### src/rtl/monster_line_scheduler.sv
// Per-scanline monster scheduler: scans 12 monsters in hblank into a SLOTS-entry table,
// then picks the lowest matching slot per pixel to drive the shared monster ROM address.
module monster_line_scheduler #(
  parameter int MONSTERS = 12,
  parameter int SLOTS    = 4,
  parameter int MONS_W   = 20,
  parameter int MONS_H   = 21
) (
  input  logic                    clk_vga,
  input  logic                    rst,
  input  logic                    line_start,
  input  logic [7:0]              y_next,
  input  logic [19*MONSTERS-1:0]  state_monsters,
  input  logic [7:0]              x_bg,
  input  logic                    x_valid,
  output logic [8:0]              addr_monster,
  output logic [3:0]              dir_on,
  output logic                    monster_on,
  output logic                    scan_busy,
  output logic [2:0]              slot_count,
  output logic                    overflow
);

  typedef struct packed {
    logic [7:0] x;
    logic [1:0] dir;
    logic [4:0] row;
  } slot_t;

  typedef enum logic [1:0] {IDLE, SCAN, COMMIT} state_t;

  state_t      state, state_nxt;
  logic        scan_start, do_commit;
  logic [3:0]  idx;
  logic [7:0]  y_lat;
  logic [2:0]  cand_cnt;
  logic        cand_ovf;
  slot_t       cand [SLOTS];
  slot_t       act  [SLOTS];

  logic [18:0] ent;
  logic [7:0]  ent_y;
  logic [7:0]  dy;
  logic        hit;

  always_ff @(posedge clk_vga or posedge rst) begin
    if (rst) state <= IDLE;
    else     state <= state_nxt;
  end

  // line_start always wins over the scan sequence; in COMMIT the copy still happens.
  always_comb begin
    state_nxt  = state;
    scan_start = 1'b0;
    do_commit  = 1'b0;
    case (state)
      IDLE: begin
        if (line_start) begin
          scan_start = 1'b1;
          state_nxt  = SCAN;
        end
      end
      SCAN: begin
        if (line_start)                     scan_start = 1'b1;
        else if (idx == 4'(MONSTERS - 1))   state_nxt  = COMMIT;
      end
      COMMIT: begin
        do_commit = 1'b1;
        if (line_start) begin
          scan_start = 1'b1;
          state_nxt  = SCAN;
        end else begin
          state_nxt  = IDLE;
        end
      end
      default: state_nxt = IDLE;
    endcase
  end

  always_comb begin
    ent = '0;
    for (int i = 0; i < MONSTERS; i++)
      if (idx == 4'(i)) ent = state_monsters[19*i +: 19];
  end

  // 9-bit compare so y+MONS_H near the bottom of the screen cannot wrap.
  assign ent_y = ent[18:11];
  assign dy    = y_lat - ent_y;
  assign hit   = ent[0] && ({1'b0, y_lat} >= {1'b0, ent_y}) &&
                 ({1'b0, y_lat} < ({1'b0, ent_y} + 9'(MONS_H)));

  always_ff @(posedge clk_vga or posedge rst) begin
    if (rst) begin
      y_lat      <= '0;
      idx        <= '0;
      cand_cnt   <= '0;
      cand_ovf   <= 1'b0;
      slot_count <= '0;
      overflow   <= 1'b0;
      for (int s = 0; s < SLOTS; s++) begin
        cand[s] <= '0;
        act[s]  <= '0;
      end
    end else begin
      if (do_commit) begin
        act        <= cand;
        slot_count <= cand_cnt;
        overflow   <= cand_ovf;
      end
      if (scan_start) begin
        y_lat    <= y_next;
        idx      <= '0;
        cand_cnt <= '0;
        cand_ovf <= 1'b0;
      end else if (state == SCAN) begin
        idx <= idx + 4'd1;
        if (hit) begin
          if (cand_cnt < 3'(SLOTS)) begin
            for (int s = 0; s < SLOTS; s++)
              if (cand_cnt == 3'(s)) cand[s] <= '{x: ent[10:3], dir: ent[2:1], row: dy[4:0]};
            cand_cnt <= cand_cnt + 3'd1;
          end else begin
            cand_ovf <= 1'b1;
          end
        end
      end
    end
  end

  assign scan_busy = (state != IDLE);

  logic [7:0] x_off [SLOTS];
  logic [8:0] pix_addr;
  logic [3:0] pix_dir;
  logic       found;

  always_comb begin
    for (int s = 0; s < SLOTS; s++) x_off[s] = x_bg - act[s].x;
  end

  // Lowest slot wins, which preserves monster-index priority from the scan order.
  always_comb begin
    pix_addr = '0;
    pix_dir  = '0;
    found    = 1'b0;
    for (int s = 0; s < SLOTS; s++) begin
      if (!found && x_valid && (3'(s) < slot_count) &&
          ({1'b0, x_bg} >= {1'b0, act[s].x}) &&
          ({1'b0, x_bg} < ({1'b0, act[s].x} + 9'(MONS_W)))) begin
        found    = 1'b1;
        pix_addr = ({4'b0, act[s].row} * 9'(MONS_W)) + {1'b0, x_off[s]};
        pix_dir  = 4'b0001 << act[s].dir;
      end
    end
  end

  always_ff @(posedge clk_vga or posedge rst) begin
    if (rst) begin
      addr_monster <= '0;
      dir_on       <= '0;
      monster_on   <= 1'b0;
    end else begin
      addr_monster <= pix_addr;
      dir_on       <= pix_dir;
      monster_on   <= |pix_dir;
    end
  end

endmodule

### config.mk
export PLATFORM = sky130hd
export DESIGN_NAME = monster_line_scheduler
export DESIGN_NICKNAME = d
export VERILOG_FILES = /design/src/rtl/monster_line_scheduler.sv
export SDC_FILE = /design/constraint.sdc
export NUM_CORES = 1
export LEC_CHECK = 0
export ABC_AREA = 1
export ABC_CLOCK_PERIOD_IN_PS = 6800
export CORE_UTILIZATION = 55
export DETAILED_ROUTE_END_ITERATION = 12
export DONT_BUFFER_PORTS = 1
export PLACE_DENSITY = 0.81
export SKIP_LAST_GASP = 1
export SLEW_MARGIN = 20
export SYNTH_ARGS = -nofsm -noshare
export SYNTH_HDL_FRONTEND = slang
export SYNTH_SLANG_ARGS = --single-unit
### constraint.sdc
create_clock -name clk_vga -period 6.8 [get_ports clk_vga]
set_input_delay 1.02 -clock clk_vga [delete_from_list [all_inputs] [get_ports clk_vga]]
set_output_delay 1.02 -clock clk_vga [all_outputs]
set_load 0.05 [all_outputs]
==> results.py <==
metrics = {
    "outcome": {
        "status": "finished, final reports clean",
    },
    "synth": {
        "ys_seq_area_share_pct": 30.28,
        "syn_area_um2": 12890,
        "synth_top_area_cell": "dfrtp_1",
        "synthCells": 1772,
        "yosysMostFrequentCell": "nand2_1",
        "syn_area_per_cell_um2": 7.276,
        "netlist.area_leader.share_pct": 30.28,
        "yosys-top-cells-count": "nand2_1, inv_1, dfrtp_1",
        "synthSimpleGateAreaFrac_pct": 29.32,
        "synth_edf_count": 0,
        "synthAdderAreaFrac_pct": 14.93,
        "synthXorXnorAreaFrac_pct": 4.620,
        "ys_types": 49,
        "ys.flop_type": "dfrtp_1",
        "synth_top_family_by_area": "simple AND/OR/NAND/NOR gates",
        "yosys_warnings": 0,
        "synthMuxAreaShare_pct": 2.358,
        "synth.net_count": 2166,
        "ys_top_cells_by_area": "dfrtp_1, nand2_1, ha_1",
        "synth_compound_area_share_pct": 10.97,
        "synthArstFlopShare_pct": 100.0,
        "synth_seq_cells": 156,
    },
    "power": {
        "pwr_density_cell_nw_per_um2": 221.6,
        "p_total_w": 0.003038,
        "ir_worst_vdd_v": 0.0001235,
        "leakage_nw": 7.449,
    },
    "place": {
        "hpwl_um": 31420,
        "place_area_um2": 13070,
        "place_ws_ps": 1085,
        "io_buffers": 0,
        "gp_congestion": 1.024,
    },
    "sta": {
        "slew_headroom_pct": 27.04,
        "fin_skew_ps": 11.04,
        "fin_setup_tns_ps": 0,
        "hold_viol_final": 0,
        "slew_viol_final": 0,
        "fmax_mhz": 170.2,
        "period_share_pct": 86.42,
        "fin_ws_ps": 923.2,
        "rsz0062_at_grt": "no",
        "worst_pin_slew_ps": 1093,
        "setup_viol": 0,
        "min_period_ps": 5877,
    },
    "routing": {
        "dr_total_vias": 12000,
        "via_per_inst": 5.813,
        "drt_iter0_drc": 1015,
        "firstDrtPassIters": 5,
        "postRouteAntennaNets": 0,
        "maxUsedRoutingLayer": "met4",
        "wl_met2_um": 18540,
        "wirelength_um": 40000,
        "drc": 0,
        "routedWlPerCell_um": 19.38,
        "wl_met1_um": 16200,
        "wl_met3_um": 3096,
    },
    "critical_path": {
        "crit_top_cell": "nand2_1",
        "required_ps": 7120,
        "cp_slowest_stage_delay_ps": 580,
        "cp-start-kind": "register",
        "crit_arrival_ps": 6200,
        "critical_path_class": "reg -> reg",
        "slowest_stage": "nor2_4",
        "end_kind": "register",
        "cp_max_fo": 32,
    },
    "clocking": {
        "cts_tree": "yes",
        "clk_pin_slew_ps": 70,
        "cts_buffer_depth": 2,
        "cts_buffers": 17,
        "htreeDepth": 4,
        "cts_setup_buffers": 0,
        "cts_resized": 0,
        "ctsHoldBuffers": 0,
        "cts-root-buf": "clkbuf_16",
        "clk_latency_ps": 440,
        "clock_sinks": 156,
    },
    "global_routing": {
        "antenna_found_initial": 4,
        "grt_pass1_wl_um": 62800,
        "track_usage_pct": 34.09,
        "grt_pass1_vias": 11900,
        "grt-ovfl-total": 0,
        "grt_max_degree": 103,
    },
    "floorplanning": {
        "core_region_area_um2": 22850,
        "initial_core_util_pct": 56.43,
        "rows": 55,
        "die_w_um": 155.1,
        "fp.dieH_um": 155.1,
        "io_pins": 267,
        "die_area_um2": 24060,
    },
    "finish": {
        "fin_nets": 2128,
        "drive_gt1_share_pct": 6.583,
        "utilization_pct": 60.00,
        "syn_to_final_growth_pct": 6.327,
        "fin_area_um2": 13710,
    },
    "hold_path": {
        "worstHoldPathType": "reg -> reg",
    },
    "flow_run": {
        "max-cap-violations": 0,
    },
}
-- stage by stage --
stage	std cells	hold slack, ps
2_1_floorplan	1772	438.0
3_3_place_gp	2028	451.4
3_5_place_dp	2028	459.4
4_1_cts	2060	475.8
5_1_grt	2064	488.4
6_report	2064	478.5
-- sequential cells by signal (all words and copies together) (netlist names) --
signal / count
act: 60
cand: 60
addr_monster: 9
y_lat: 8
dir_on: 4
idx: 4
cand_cnt: 3
slot_count: 3
state: 2
cand_ovf: 1
monster_on: 1
overflow: 1
-- critical path, delay by kind of cell, from the launching register on --
family	cells	cell delay, ps
AND/OR/NAND/NOR	19	2550
AO/OA/AOI/OAI	8	1340
adder cells (fa/ha/maj)	3	870
buffers and inverters	5	580
flip-flops	1	410
-- final timing paths --
check,startpoint,to,slack [ps],depth (start not counted)
min in group asynchronous,rst,act[56]$_DFFE_PP0N_,650,1
hold reg to reg,cand[32]$_DFFE_PP0P_,cand[32]$_DFFE_PP0P_,480,2
setup reg to reg,idx[1]$_DFFE_PP0P_,cand[44]$_DFFE_PP0P_,920,35
max in group asynchronous,rst,act[7]$_DFFE_PP0N_,4920,2
hold / removal,cand[32]$_DFFE_PP0P_,cand[32]$_DFFE_PP0P_,480,2
setup / recovery,idx[1]$_DFFE_PP0P_,cand[44]$_DFFE_PP0P_,920,35
-- cells in the final DEF, fill, tap and decap left out, types with 17 or more instances in the layout --
master     count
inv_1        162
a21oi_1      101
xnor2_1       21
clkbuf_16     17
mux2_2        27
ha_1         133
nor2_1       155
o21ai_1       17
nand2_1      501
nand3_1       89
xor2_1        47
o21ai_0       88
dfrtp_1      156
nand4_1       74
-- cell type report --
| class | count | area [um2] |
|---|---|---|
| antenna | 4 | 10.01 |
| timing repair buffer | 13 | 97.59 |
| sequential | 156 | 3904 |
| inverter | 172 | 650.6 |
| tap | 313 | 391.6 |
| clock inverter | 14 | 181.4 |
| multi-input combinational | 1374 | 8034 |
| clock buffer | 18 | 439.2 |
| fill | 2122 | 9139 |
-- kinds of logic after synthesis --
family | Yosys count
buffers and inverters | 242
multiplexers | 27
AO/OA/AOI/OAI | 257
XOR/XNOR | 68
AND/OR/NAND/NOR | 876
flip-flops | 156
adder cells (fa/ha/maj) | 146
-- where the power goes --
part | internal (W) | switching, W | total [W]
sequential | 0.00103 | 0.0000864 | 0.00112
clock | 0.000595 | 0.000416 | 0.00101
combinational | 0.000300 | 0.000610 | 0.000910
-- layer usage --
metal | GRT usage (%) | vias to the layer above
met3 | 7.493 | 114
met1 | 42.02 | 5584
met5 | 0 | -
li1 | - | 5766
met2 | 55.58 | 535
met4 | 18.81 | 0
Note: power is estimated with default switching activity, not from simulation.
